`src/rtl/uart_pkg.sv`:
```
// Shared definitions for the UART transmit-side blocks.
package uart_pkg;

  localparam int unsigned UART_BYTE_W       = 8;
  localparam int unsigned TIMEOUT_BITS_DFLT = 16;

  typedef enum logic {
    IDLE   = 1'b0,
    LOCKED = 1'b1
  } arb_state_t;

endpackage

```
`src/rtl/uart_tx_arbiter_if.sv`:
```
// Requester byte streams plus the TX FIFO write port that the arbiter sits between.
interface uart_tx_arbiter_if
  import uart_pkg::*;
#(
  parameter int unsigned REQUESTERS = 4
);

  logic [REQUESTERS-1:0]             req_valid;
  logic [UART_BYTE_W*REQUESTERS-1:0] req_data;
  logic [REQUESTERS-1:0]             req_last;
  logic [REQUESTERS-1:0]             req_ready;
  logic [UART_BYTE_W-1:0]            fifo_data;
  logic                              fifo_we;
  logic                              fifo_full;

  modport master (
    output req_valid, req_data, req_last, fifo_full,
    input  req_ready, fifo_data, fifo_we
  );

  modport slave (
    input  req_valid, req_data, req_last, fifo_full,
    output req_ready, fifo_data, fifo_we
  );

endinterface

```
`src/rtl/uart_tx_arbiter_rr_pick.sv`:
```
// Combinational round-robin picker: first requester after last, wrapping modulo N.
module rr_pick #(
  parameter  int unsigned N  = 4,
  localparam int unsigned IW = $clog2(N)
) (
  input  logic [N-1:0]  req,
  input  logic [IW-1:0] last,
  output logic [N-1:0]  pick,
  output logic          any
);

  logic [IW-1:0] idx;

  always_comb begin
    pick = '0;
    any  = 1'b0;
    idx  = '0;
    for (int unsigned k = 1; k <= N; k++) begin
      idx = IW'((32'(last) + k) % N);
      if (!any && req[idx]) begin
        pick[idx] = 1'b1;
        any       = 1'b1;
      end
    end
  end

endmodule

```
`src/rtl/uart_tx_arbiter.sv`:
```
// Message-locking round-robin arbiter sharing one UART TX FIFO write port among requesters.
module uart_tx_arbiter
  import uart_pkg::*;
#(
  parameter int unsigned REQUESTERS   = 4,
  parameter int unsigned TIMEOUT_BITS = TIMEOUT_BITS_DFLT
) (
  input  logic                    clk,
  input  logic                    rst,
  input  logic                    enable,
  input  logic [TIMEOUT_BITS-1:0] idleTimeout,
  uart_tx_arbiter_if.slave        bus,
  output logic [REQUESTERS-1:0]   grant,
  output logic                    grantValid,
  output logic                    timeoutEvent
);

  localparam int unsigned IDX_W = $clog2(REQUESTERS);

  arb_state_t              state;
  logic [IDX_W-1:0]        owner;
  logic [IDX_W-1:0]        last_grant;
  logic [TIMEOUT_BITS-1:0] idle_cnt;

  logic [REQUESTERS-1:0]   pick;
  logic                    pick_any;
  logic [IDX_W-1:0]        pick_idx;
  logic                    own_valid;
  logic                    own_last;
  logic                    active;
  logic                    xfer;
  logic                    timeout_hit;
  logic [TIMEOUT_BITS-1:0] cnt_inc;

  rr_pick #(.N(REQUESTERS)) u_pick (
    .req  (bus.req_valid & {REQUESTERS{enable}}),
    .last (last_grant),
    .pick (pick),
    .any  (pick_any)
  );

  always_comb begin
    pick_idx = '0;
    for (int i = 0; i < REQUESTERS; i++) begin
      if (pick[i]) pick_idx = IDX_W'(i);
    end
  end

  // Owner's byte goes straight through to the FIFO; no buffering in the arbiter.
  assign own_valid   = bus.req_valid[owner];
  assign own_last    = bus.req_last[owner];
  assign active      = (state == LOCKED) && enable && !rst;
  assign xfer        = active && own_valid && !bus.fifo_full;
  assign cnt_inc     = (idle_cnt == '1) ? idle_cnt : idle_cnt + TIMEOUT_BITS'(1);
  assign timeout_hit = (idleTimeout != '0) && (cnt_inc >= idleTimeout);

  assign bus.fifo_we   = xfer;
  assign bus.fifo_data = (state == LOCKED) ? bus.req_data[UART_BYTE_W*owner +: UART_BYTE_W]
                                           : '0;

  always_comb begin
    bus.req_ready = '0;
    if (active && !bus.fifo_full) bus.req_ready[owner] = 1'b1;
  end

  always_ff @(posedge clk) begin
    if (rst) begin
      state        <= IDLE;
      grant        <= '0;
      grantValid   <= 1'b0;
      timeoutEvent <= 1'b0;
      idle_cnt     <= '0;
      owner        <= '0;
      last_grant   <= IDX_W'(REQUESTERS - 1);
    end else begin
      timeoutEvent <= 1'b0;
      case (state)
        IDLE: begin
          if (pick_any) begin
            state      <= LOCKED;
            grant      <= pick;
            grantValid <= 1'b1;
            owner      <= pick_idx;
            idle_cnt   <= '0;
          end
        end
        LOCKED: begin
          // Transfers take precedence over timeout; only an idle owner can time out.
          if (!enable || (xfer && own_last) || (!own_valid && timeout_hit)) begin
            state        <= IDLE;
            grant        <= '0;
            grantValid   <= 1'b0;
            last_grant   <= owner;
            idle_cnt     <= '0;
            timeoutEvent <= enable && !own_valid && timeout_hit;
          end else if (xfer) begin
            idle_cnt <= '0;
          end else if (!own_valid) begin
            idle_cnt <= cnt_inc;
          end
        end
        default: state <= IDLE;
      endcase
    end
  end

endmodule

```
`src/flat_wrapper.sv`:
```
// flat-port wrapper written by rule: the top's interface ports become plain ports
module uart_tx_arbiter_flat import uart_pkg::*;
#(
  parameter int unsigned REQUESTERS   = 4,
  parameter int unsigned TIMEOUT_BITS = TIMEOUT_BITS_DFLT
)
  (clk, rst, enable, idleTimeout, grant, grantValid, timeoutEvent, bus_req_valid, bus_req_data, bus_req_last, bus_fifo_full, bus_req_ready, bus_fifo_data, bus_fifo_we);
  uart_tx_arbiter_if #(.REQUESTERS(REQUESTERS)) bus_i ();
  input  logic clk;
  input  logic rst;
  input  logic enable;
  input  logic [TIMEOUT_BITS-1:0] idleTimeout;
  output logic [REQUESTERS-1:0] grant;
  output logic grantValid;
  output logic timeoutEvent;
  input wire logic [$bits(bus_i.req_valid)-1:0] bus_req_valid;
  input wire logic [$bits(bus_i.req_data)-1:0] bus_req_data;
  input wire logic [$bits(bus_i.req_last)-1:0] bus_req_last;
  input wire logic [$bits(bus_i.fifo_full)-1:0] bus_fifo_full;
  output wire logic [$bits(bus_i.req_ready)-1:0] bus_req_ready;
  output wire logic [$bits(bus_i.fifo_data)-1:0] bus_fifo_data;
  output wire logic [$bits(bus_i.fifo_we)-1:0] bus_fifo_we;
  assign bus_i.req_valid = bus_req_valid;
  assign bus_i.req_data = bus_req_data;
  assign bus_i.req_last = bus_req_last;
  assign bus_i.fifo_full = bus_fifo_full;
  assign bus_req_ready = bus_i.req_ready;
  assign bus_fifo_data = bus_i.fifo_data;
  assign bus_fifo_we = bus_i.fifo_we;
  uart_tx_arbiter #(.REQUESTERS(REQUESTERS), .TIMEOUT_BITS(TIMEOUT_BITS)) u_core (.clk(clk), .rst(rst), .enable(enable), .idleTimeout(idleTimeout), .bus(bus_i), .grant(grant), .grantValid(grantValid), .timeoutEvent(timeoutEvent));
endmodule
```
`config.mk`:
```
export PLATFORM = sky130hd
export DESIGN_NAME = uart_tx_arbiter_flat
export DESIGN_NICKNAME = d
export VERILOG_FILES = /design/src/rtl/uart_pkg.sv /design/src/rtl/uart_tx_arbiter_if.sv /design/src/rtl/uart_tx_arbiter_rr_pick.sv /design/src/rtl/uart_tx_arbiter.sv /design/src/flat_wrapper.sv
export SDC_FILE = /design/constraint.sdc
export NUM_CORES = 1
export LEC_CHECK = 0
export BUFFER_PORTS_ARGS = -buffer_cell sky130_fd_sc_hd__buf_2
export CAP_MARGIN = 20
export CORE_UTILIZATION = 48
export CTS_CLUSTER_DIAMETER = 50
export DETAILED_ROUTE_END_ITERATION = 8
export HOLD_SLACK_MARGIN = 0.12
export PLACE_DENSITY = 0.82
export SYNTH_ARGS = -nofsm -noshare
export SYNTH_HDL_FRONTEND = slang
export SYNTH_SLANG_ARGS = --single-unit
```
`constraint.sdc`:
```
create_clock -name clk -period 2.9 [get_ports clk]
set_input_delay 0.145 -clock clk [delete_from_list [all_inputs] [get_ports clk]]
set_output_delay 0.145 -clock clk [all_outputs]
set_load 0.1 [all_outputs]
```
==> summary.md, run 1 <==
| Metric | Value |
|---|---|
| Outcome | `complete, but fails checks` |
| Failing checks | `negative setup slack` |
| Min-delay worst type | `input port to register` |
| Synth unique cells | `66` |
| Worst path bufs/invs | `3` |
| Worst path required time | `~3100 ps` |
| Crit Path Category | `register to register` |
| Worst Setup Slack, final | `-611.3 ps` |
| Largest stage delay, worst path | `roughly 430 ps` |
| Final slew viol count | `0` |
| Seq pwr share | `between 30% and 40%` |
| Peak supply drop | `0.0003091 V` |
| Wirelength per Cell | `a little under 20 µm` |
| Clk buf depth | `2` |
| Max FO, Critical Path | `7` |
| Mapped Cells | `around 340` |
| Vert. Die Dim | `78.50 µm` |
| Slowest CP cell | `nor4_2` |
| N_diodes | `0` |
| TritonRoute pass-1 iters | `6` |
| Clk slew on worst S/H paths | `110 ps` |
| Yosys reg bits | `27` |
| Synth cell count leaders | `nand2_1, dfxtp_1, ha_1` |
| Die span in x | `78.50 µm` |
| Crit path max-delay family | `simple AND/OR/NAND/NOR gates` |
| RSZ-0062 raised after global routing | `yes` |
| Leak Pwr | `1.836 nW` |
| Starting density of the core | `50.39%` |
| Cell taking the most area after synthesis | `dfxtp_1` |
| Area contributors post-synth | `dfxtp_1, ha_1, mux4_2` |
| 1st-iter DRT viols | `540` |
| Overflow after GRT | `0` |
| CTS root buf | `clkbuf_8` |
| Routability cong. | `0.9810` |
| Via density per instance | `around 6.5` |
| Core area | `5574 µm²` |
| Cell-internal power | `approximately 0.63 mW` |
| Synthesized area | `2809 µm²` |
| Die footprint | `about 6000 µm²` |
| Worst slew pin tran | `894.7 ps` |
| Final setup vio count | `25` |
| TritonCTS clock tree | `built` |
| Clock latency on the worst-skew pair | `290 ps` |
| Final period utilization | `121.1%` |
| Slew margin rel. | `roughly two fifths` |
| Port buffer count | `just under 80` |
| DRC viols | `0` |
| Yosys top cell area share | `19.24%` |
| Vias in the first global route | `~3400` |
| Clock group share of total power | `23.4%` |
| First-pass GRT wire length | `15560 µm` |
| Nets | `557` |
| Placement Setup Slack | `-287.3 ps` |
| H-tree Lvls | `1` |
| Synth-to-Final Area Change | `42.90%` |
| Routed wire length | `approximately 11000 µm` |
| Fillers | `roughly 390` |
| Fmax | `about 280 MHz` |
| Total CTS buffers | `3` |
| NetSw | `0.4030 mW` |
| Max_cap viols | `0` |
| Clock skew | `7.999 ps` |
| Seq/Total Area, Yosys | `19.24%` |
| Worst setup EP type | `register` |
| Clock sink total | `27` |
| Syn Area/Cell | `8.310 µm²` |
| Share of cells above drive strength 1 | `47.56%` |
| Post-synth top flop | `dfxtp_1` |
| Row Count | `27` |
| Cell Area, Placed | `3580 µm²` |
| P per Cell Area | `~260 nW/µm²` |
| Final hold violations | `0` |
| Initial antenna violation count | `0` |
| Design Area, Final | `4014 µm²` |
| Top-count cell post-synth | `nand2_1` |
| Vias | `3524` |
| I/O pin cnt | `between 70 and 80` |
| Comb power frac | `between 30% and 40%` |
| Total GRT Usage | `31.87%` |
| Arr. time, crit path | `3730 ps` |
| Largest net degree at the start of global routing | `23` |
| EDFF count, synth | `0` |
| Worst path cell trace | `nand4_1 > buf_4 > nor4_2 > buf_4 > and3_1 > a21oi_2 > ha_1 > nand4_1 > nor2_2 > nand3b_1 > a41o_1 > buf_6 > a21boi_4 > mux2i_1` |
| Post-route ant nets | `0` |
| Synth Warn # | `0` |
| FFs w/ async S/R, synth | `0%` |
| DP Wirelength | `6331 µm` |
| CP startpoint kind | `register` |
| Switching Fraction | `39.01%` |
| Crit path time final | `about 3500 ps` |
| Net count after synthesis | `423` |
metal layers:
metal  vias up  share of wire, %  GRT usage [%]
li1       1541                 -              -
met1      1624                37          36.78
met2       281                48          55.91
met3        78               9.2          6.744
met4         0               5.0          14.44
met5         -                 0              0
metrics by stage:
step	hold WS [ps]	std cells	power (mW)	setup TNS (ps)	utilization [%]
CTS	248.3	540	1.017	-2694	70.10
floorplan	345.8	338	0.6838	-174.6	-
finish	255.3	543	1.033	-12780	72.01
global placement	461.7	514	0.7708	-1843	64.22
detailed placement	475.8	514	0.7796	-3459	64.22
global route	269.7	543	1.084	-14820	72.01
flip-flops by register name, summed over array words and instances (netlist names):
register	cells
u_core.idle_cnt	16
u_core.grant	4
u_core.state	1
u_core.grantValid	1
u_core.last_grant	2
u_core.timeoutEvent	1
u_core.owner	2
kinds of logic (layout without fill, tap and decap cells):
logic type / after synthesis / count (layout) / synth area share (%)
DFF: 27 / 27 / 19.24
muxes: 19 / 19 / 12.20
AOI/OAI and AO/OA: 70 / 70 / 19.20
xor gates and xnor gates: 5 / 5 / 1.559
and+or+nand+nor: 149 / 149 / 30.02
adders and majority gates: 25 / 25 / 11.14
buffers and inverters: 43 / 176 / 6.637
repair_timing:
action	4_1_cts	5_1_grt
buffers inserted	22	5
hold buffers	0	0
endpoints found under the setup margin	25	25
gates resized for setup	21	17
pin swaps	13	9
placed cells by master (no fill, tap or decap), drive strengths merged, types with 6 or more instances in the layout:
cell | netlist | layout
nand3b | 6 | 6
o21ai | 14 | 14
nand2 | 30 | 30
nand4 | 12 | 12
a21oi | 11 | 11
ha | 25 | 25
and2 | 11 | 11
dfxtp | 27 | 27
mux4 | 12 | 12
buf | 12 | 148
o211ai | 6 | 6
nand3 | 13 | 13
inv | 24 | 25
nor2 | 24 | 24
o22ai | 6 | 6
nor3b | 6 | 6
nand2b | 7 | 7
nor4 | 9 | 9
nor3 | 8 | 8
power by group through the flow:
stage | clock network (mW) | registers, mW | logic (mW)
6_report | 0.241 | 0.398 | 0.394
5_1_grt | 0.262 | 0.401 | 0.421
4_1_cts | 0.238 | 0.398 | 0.382
3_5_place_dp | 0 | 0.406 | 0.373
3_3_place_gp | 0 | 0.406 | 0.365
2_1_floorplan | 0 | 0.423 | 0.261
worst reg2reg max path: stages, from the launching register on:
cell      delay (ps)
dfxtp_2          360
nand4_1          180
buf_4            220
nor4_2           430
buf_4            230
and3_1           210
a21oi_2          100
ha_1             320
nand4_1          200
nor2_2           190
nand3b_1          90
a41o_1           280
buf_6            150
a21boi_4         260
mux2i_1          230
worst paths after layout:
check	startpoint	to	slack, ps	cells after the start
setup / recovery	u_core.idle_cnt[6]	u_core.last_grant[1]	-610	14
hold / removal	rst	u_core.owner[0]	260	2
setup reg to reg	u_core.idle_cnt[6]	u_core.last_grant[1]	-610	14
hold reg to reg	u_core.grantValid	u_core.grantValid	520	2
layout make-up:
class	count	area, µm²	share of cell area, %
Multi-Input combinational cell	268	2297	57.23
Timing Repair Buffer	148	934.6	23.29
Sequential cell	27	551.8	13.75
Inverter	24	90.09	2.244
Tap cell	72	90.09	2.244
Clock buffer	3	41.29	1.029
Clock inverter	1	8.758	0.2182
Power figures use the tool's default switching activity.
==> inputs of run 2 (changes only) <==
--- a/config.mk
+++ b/config.mk
@@ -7,11 +7,11 @@
 export LEC_CHECK = 0
 export BUFFER_PORTS_ARGS = -buffer_cell sky130_fd_sc_hd__buf_2
 export CAP_MARGIN = 20
-export CORE_UTILIZATION = 48
+export CORE_UTILIZATION = 30
 export CTS_CLUSTER_DIAMETER = 50
 export DETAILED_ROUTE_END_ITERATION = 8
 export HOLD_SLACK_MARGIN = 0.12
-export PLACE_DENSITY = 0.82
+export PLACE_DENSITY = 0.58
 export SYNTH_ARGS = -nofsm -noshare
 export SYNTH_HDL_FRONTEND = slang
 export SYNTH_SLANG_ARGS = --single-unit
==> run 2 against run 1 <==
Compared with the run above: the run still ends with negative setup slack left; fmax increased by 9.9%; global-route usage shrank 14 points; utilization fell by 25 points; die area up 58%; total power fell by 1.1%; critical path depth is the same; register-to-register slack better by 320 ps; critical endpoint is now u_core.grant[2].
==> summary.md, run 2 (synthesized netlist as in run 1, its figures left out) <==
| Metric | Value |
|---|---|
| N_diodes | `0 (unchanged)` |
| Final slew viol count | `0 (unchanged)` |
| Post-route ant nets | `0 (unchanged)` |
| TritonCTS clock tree | `built` |
| Seq pwr share | `38.7% (+0.2 points)` |
| Final hold slack | `299.7 ps (+44.44 ps)` |
| P per Cell Area | `245.5 nW/µm² (-4.6%)` |
| Share of cells above drive strength 1 | `48.54% (+0.98 points)` |
| Worst slew pin tran | `917.7 ps (+23.01 ps)` |
| Clock latency on the worst-skew pair | `280 ps (about the same)` |
| Clock skew | `6.341 ps (-1.659 ps)` |
| Clk buf depth | `2 (unchanged)` |
| Final period utilization | `110.2% (-11 points)` |
| R2r setup slk | `-300 ps (+320 ps)` |
| Top Registers | `u_core.idle_cnt (16), u_core.grant (4)` |
| Starting density of the core | `31.59% (-19 points)` |
| Max FO, Critical Path | `6 (-1)` |
| Clk slew on worst S/H paths | `100 ps (about the same)` |
| Cell-internal power | `0.6342 mW (+0.62%)` |
| Initial antenna violation count | `0 (unchanged)` |
| Comb power frac | `39.3% (+1.1 points)` |
| Row Count | `34 (+26%)` |
| Max_cap viols | `0 (unchanged)` |
| Total GRT Usage | `18.09% (-14 points)` |
| Overflow after GRT | `0 (unchanged)` |
| Vias in the first global route | `3047 (-9.5%)` |
| RSZ-0062 raised after global routing | `yes` |
| Synth-to-Final Area Change | `48.20%` |
| Core area | `8891 µm² (+60%)` |
| CP startpoint kind | `register` |
| Failing checks | `negative setup slack` |
| Routability cong. | `0.8419 (-14%)` |
| Fmax | `312.9 MHz (+9.9%)` |
| Worst hold stages | `3 (+1)` |
| Most common cell after layout, fill and taps aside | `buf_2` |
| NetSw | `0.3876 mW (-3.8%)` |
| Total CTS buffers | `3 (unchanged)` |
| 1st-iter DRT viols | `182 (-66%)` |
| First-pass GRT wire length | `14420 µm (-7.3%)` |
| H-tree Lvls | `1 (unchanged)` |
| Crit path time final | `3196 ps (-315.5 ps)` |
| Final setup vio count | `25 (unchanged)` |
| Crit Path Category | `register to register` |
| DP Wirelength | `6634 µm (+4.8%)` |
| Peak supply drop | `0.0001685 V (-45%)` |
| Nets | `564 (+1.3%)` |
| Leak Pwr | `1.900 nW (+3.5%)` |
| TritonRoute pass-1 iters | `4 (-2)` |
| FF-to-FF path depth | `14 (unchanged)` |
| Clock sink total | `27 (unchanged)` |
| Largest register FFs | `16 (unchanged)` |
| Total Power | `1.022 mW (-1.1%)` |
| Commonest non-fill, non-tap cells in the layout | `buf_2, buf_4, nand2_1` |
| CTS root buf | `clkbuf_8` |
| Routed wire length | `8736 µm (-18%)` |
| Via density per instance | `5.280 (-19%)` |
| Clock group share of total power | `22.0% (-1.4 points)` |
| Reg2reg start | `u_core.idle_cnt[1]` |
| Worst path required time | `3060 ps (-60 ps)` |
| Slew margin rel. | `38.60% (-1.5 points)` |
| Wirelength per Cell | `14.91 µm (-24%)` |
| I/O pin cnt | `79 (unchanged)` |
| Port buffer count | `78 (unchanged)` |
| Vert. Die Dim | `98.77 µm (+26%)` |
| Hold endpoint | `u_core.owner[1]` |
| Die footprint | `9755 µm² (+58%)` |
| Min-delay worst type | `input port to register` |
| Worst r2r dst | `u_core.grant[2]` |
| Outcome | `complete, but fails checks` |
| Final hold violations | `0 (unchanged)` |
| Die span in x | `98.77 µm (+26%)` |
| Hold_sp | `rst` |
| Worst setup EP type | `register` |
| Arr. time, crit path | `3360 ps (-370 ps)` |
| Vias | `3094 (-12%)` |
| Switching Fraction | `37.93% (-1.1 points)` |
| DRC viols | `0 (unchanged)` |
| Worst Setup Slack, final | `-295.9 ps (+315.5 ps)` |
| Largest register by flop count | `u_core.idle_cnt` |
| Largest net degree at the start of global routing | `22 (-4.3%)` |
| Crit path launch | `u_core.idle_cnt[1]` |
[run 2: changes by cell type in the layout (fill, tap and decap cells not counted), moves of 2 or more]
cell / previous run / this run
xnor2_2: 2 / 4
ha_1: 24 / 22
buf_4: 65 / 71
xnor2_1: 2 / 0
nand2b_4: 2 / 0
nand3_2: 4 / 2
nand2b_1: 5 / 7
[run 2: power groups by stage]
stage | Sequential, mW | Combinational (mW) | Clock (mW)
floorplan | 0.423 | 0.261 | 0
global placement | 0.405 | 0.381 | 0
detailed placement | 0.404 | 0.387 | 0
CTS | 0.396 | 0.397 | 0.226
global route | 0.398 | 0.431 | 0.244
finish | 0.395 | 0.402 | 0.225
[run 2: worst max-delay path by stage]
stage | to | slack, ps | depth (start not counted)
finish | u_core.grant[2] | -300 | 14
global route | u_core.grant[2] | -430 | 14
CTS | u_core.grantValid | -230 | 14
detailed placement | u_core.idle_cnt[0] | -410 | 11
global placement | u_core.grantValid | -320 | 12
floorplan | u_core.idle_cnt[7] | -40 | 12
[run 2: per-stage QoR]
| step | util [%] | area (µm²) | TNS [ps] | setup WS, ps | instances |
|---|---|---|---|---|---|
| detailed placement | 42.20 | 3752 | -8290 | -413.8 | 567 |
| CTS | 44.89 | 3991 | -3817 | -225.0 | 578 |
| finish | 46.82 | 4163 | -5182 | -295.9 | 586 |
| floorplan | - | 2880 | -174.6 | -37.15 | 338 |
| global route | 46.82 | 4163 | -8608 | -432.3 | 586 |
| global placement | 42.20 | 3752 | -6365 | -316.1 | 567 |
[run 2: cell type report]
type | instances | area [µm²]
well taps | 108 | 135.1
clock buffers | 4 | 45.04
fillers | 846 | 4728
repair buffers | 155 | 999.7
multi-input cells | 268 | 2340
flip-flops and latches | 27 | 553.0
inverters | 24 | 90.09
[run 2: repair_timing]
item | 4_1_cts | 5_1_grt
resized for setup | 26 | 17
setup buffers | 8 | 8
pin swaps | 14 | 19
hold buffers | 0 | 0
setup endpoints to repair | 25 | 25
endpoints found under the hold margin | 0 | 0
[run 2: critical path: stages (launching register included)]
cell      delay [ps]
dfxtp_2          370
ha_4             130
nand4_1          170
or4_4            620
nand4_1          180
xnor2_2           90
ha_1             270
nand4_1          110
a21oi_2          150
nand3b_1         110
a41o_4           310
buf_6            130
a21boi_4         230
buf_6            140
o22ai_1           60
[run 2: per-layer routing]
layer	wire length, µm	vias to the layer above	share of wire [%]	global-route usage (%)
li1	-	1546	-	-
met1	3938	1463	45	23.82
met2	4340	75	50	31.41
met3	329	10	3.8	1.844
met4	127	0	1.5	4.937
met5	0	-	0	0
==> inputs of run 3 (changes only) <==
--- a/config.mk
+++ b/config.mk
@@ -14,4 +14,5 @@
 export PLACE_DENSITY = 0.58
 export SYNTH_ARGS = -nofsm -noshare
 export SYNTH_HDL_FRONTEND = slang
+export SYNTH_HIERARCHICAL = 1
 export SYNTH_SLANG_ARGS = --single-unit
==> run 3 against run 2 <==
Compared with the run above: critical path type unchanged; largest power group unchanged; via count fell by 3.1%; highest routed layer unchanged; sequential share of layout area down 0.20 points; clock skew up 4.6 ps; register-to-register slack lost 90 ps; the run ends with design-rule violations, negative setup slack left; wire length fell by 2.1%.
==> summary.md, run 3 <==
| Metric | Value |
|---|---|
| Crit path time final | `3286 ps (+90.55 ps)` |
| Failing checks | `design-rule violations, negative setup slack` |
| Port buffer count | `78 (unchanged)` |
| Post-route ant nets | `0 (unchanged)` |
| Largest register by flop count | `u_core/idle_cnt` |
| Wirelength per Cell | `14.64 µm (-1.8%)` |
| Worst Setup Slack, final | `-386.4 ps (-90.55 ps)` |
| Synth cell count leaders | `inv_1, nand2_1, dfxtp_1` |
| CTS root buf | `clkbuf_8` |
| Vias | `2997 (-3.1%)` |
| Final hold violations | `0 (unchanged)` |
| Syn Area/Cell | `8.606 µm² (+3.6%)` |
| Synth-to-Final Area Change | `53.71%` |
| Largest net degree at the start of global routing | `27 (+23%)` |
| DP Wirelength | `6770 µm (+2.1%)` |
| Crit Path Category | `register to register` |
| Synth unique cells | `66 (unchanged)` |
| Yosys top cell area share | `19.57% (+0.32 points)` |
| Via density per instance | `5.132 (-2.8%)` |
| Routability cong. | `0.8829 (+4.9%)` |
| Max FO, Critical Path | `8 (+2)` |
| N_diodes | `0 (unchanged)` |
| Clock latency on the worst-skew pair | `280 ps (about the same)` |
| # hold bufs at CTS | `0 (unchanged)` |
| Seq/Total Area, Yosys | `19.57% (+0.32 points)` |
| Final setup vio count | `25 (unchanged)` |
| Cell taking the most area after synthesis | `dfxtp_1` |
| TritonCTS clock tree | `built` |
| Row Count | `34 (unchanged)` |
| Commonest non-fill, non-tap cells in the layout | `buf_4, buf_2, inv_1` |
| Post-synth top flop | `dfxtp_1` |
| First-pass GRT wire length | `14100 µm (-2.2%)` |
| Arr. time, crit path | `3450 ps (+90 ps)` |
| Net count after synthesis | `406 (-4.0%)` |
| 1st-iter DRT viols | `90 (-51%)` |
| Nets | `562 (-0.35%)` |
| Min-delay worst type | `input port to register` |
| Clock skew | `10.89 ps (+4.553 ps)` |
| FFs w/ async S/R, synth | `0% (unchanged)` |
| Share of cells above drive strength 1 | `53.36% (+4.8 points)` |
| Overflow after GRT | `0 (unchanged)` |
| Die span in x | `97.96 µm (-0.82%)` |
| Worst setup EP type | `register` |
| Clock sink total | `27 (unchanged)` |
| Final hold slack | `272.8 ps (-26.91 ps)` |
| Area contributors post-synth | `dfxtp_1, ha_1, mux4_2` |
| Slew margin rel. | `46.57% (+8.0 points)` |
| Leak Pwr | `2.026 nW (+6.6%)` |
| Synth Warn # | `6 (+6)` |
| Outcome | `complete, but fails checks` |
| Die footprint | `9596 µm² (-1.6%)` |
| Final slew viol count | `0 (unchanged)` |
| Top Registers | `u_core/idle_cnt (16), u_core/grant (4)` |
| Cells after DPL | `568 (+0.18%)` |
| Synthesized area | `2763 µm² (-1.6%)` |
| Total CTS buffers | `3 (unchanged)` |
| Most common cell after layout, fill and taps aside | `buf_4` |
| Worst path required time | `3060 ps (about the same)` |
| TritonRoute pass-1 iters | `6 (+2)` |
| Clk slew on worst S/H paths | `100 ps (about the same)` |
| EDFF count, synth | `0 (unchanged)` |
| FF-to-FF path depth | `16 (+2)` |
| Mapped Cells | `321 (-5.0%)` |
| Total GRT Usage | `17.88% (-0.21 points)` |
| Fmax | `304.3 MHz (-2.8%)` |
| Largest register FFs | `16 (unchanged)` |
| Final period utilization | `113.3% (+3.1 points)` |
| RSZ-0062 raised after global routing | `yes` |
| Max_cap viols | `0 (unchanged)` |
| Total Power | `1.253 mW (+23%)` |
| Worst hold stages | `3 (unchanged)` |
| Worst slew pin tran | `795.4 ps (-122.3 ps)` |
| Core area | `8806 µm² (-0.96%)` |
| Post-Layout Cell Count | `584 (-0.34%)` |
| Vert. Die Dim | `97.96 µm (-0.82%)` |
| Initial antenna violation count | `0 (unchanged)` |
| Routed wire length | `8550 µm (-2.1%)` |
| Fin util | `48.22% (+1.4 points)` |
| Yosys reg bits | `27 (unchanged)` |
| TNS Setup | `-8048 ps (-2866 ps)` |
| Vias in the first global route | `3085 (+1.2%)` |
| DRC viols | `3 (+3)` |
| CP startpoint kind | `register` |
| Starting density of the core | `31.37% (-0.22 points)` |
| P per Cell Area | `295.2 nW/µm² (+20%)` |
| I/O pin cnt | `79 (unchanged)` |
| Clk buf depth | `2 (unchanged)` |
| H-tree Lvls | `1 (unchanged)` |
| Peak supply drop | `0.0001418 V (-16%)` |
## run 3: cell count changes in the layout (fill, tap and decap cells not counted), moves of 6 or more
cell,delta
a22oi_2,+10
buf_4,+9
nand4_1,-8
nor3b_1,-6
o21ai_1,-6
## run 3: worst max-delay path, cell delays in order, from the launching register on
cell and delay [ps]:
dfxtp_2 370, ha_4 150, nand2_4 70, or3_4 350
nor3_4 170, buf_6 140, buf_4 100, nor3_2 40
or2_4 240, ha_4 280, nand2_4 50, a211o_4 300
o311ai_4 330, o21ai_4 150, clkbuf_16 190, a22oi_2 190
nor2_2 40
## run 3: per-stage QoR
| step | setup WS [ps] | area (µm²) |
|---|---|---|
| finish | -386.4 | 4247 |
| global route | -489.7 | 4247 |
| CTS | -353.9 | 4050 |
| detailed placement | -360.0 | 3944 |
| global placement | -251.8 | 3944 |
| floorplan | -257.0 | 2927 |
## run 3: per-layer routing
layer,routed length (µm),global-route usage [%]
met3,393,1.861
met1,3819,22.96
met4,83,3.846
met2,4254,32.12
met5,0,0
## run 3: path summary, 6_finish.rpt
path / from / endpoint / slack [ps]
max: u_core/idle_cnt[1] / u_core/idle_cnt[10] / -390
min: enable / u_core/timeoutEvent / 270
max reg2reg: u_core/idle_cnt[1] / u_core/idle_cnt[10] / -390
min reg2reg: u_core/grant[3] / u_core/grant[3] / 480
## run 3: logic make-up (layout without fill, tap and decap cells)
logic type | Yosys count | count (layout) | share of synthesized area [%]
and+or+nand+nor | 123 | 123 | 24.32
AOI/OAI and AO/OA | 74 | 74 | 22.24
adders and majority gates | 25 | 25 | 11.32
buffers and inverters | 42 | 197 | 6.702
muxes | 24 | 24 | 13.95
xor gates and xnor gates | 6 | 6 | 1.903
DFF | 27 | 27 | 19.57
## run 3: layout make-up
type | count | area, µm²
inverter | 29 | 108.9
fill | 868 | 4559
clock buffer | 4 | 45.04
tap | 108 | 135.1
multi-input combinational | 252 | 2307
timing repair buffer | 164 | 1095
sequential | 27 | 555.5
## run 3: what timing repair did
action | CTS | global route
gates resized for setup | 8 | 24
pin swaps | 12 | 22
endpoints found under the setup margin | 25 | 25
buffers inserted | 5 | 6
cloned | 0 | 2
## run 3: where the power goes
group          leakage, nW  total [mW]  internal [mW]  switching (mW)
registers            0.225       0.398          0.388          0.0102
clock network       0.0228       0.225         0.0986           0.126
logic                 1.78       0.631          0.236           0.395
total                 2.03        1.25          0.722           0.531
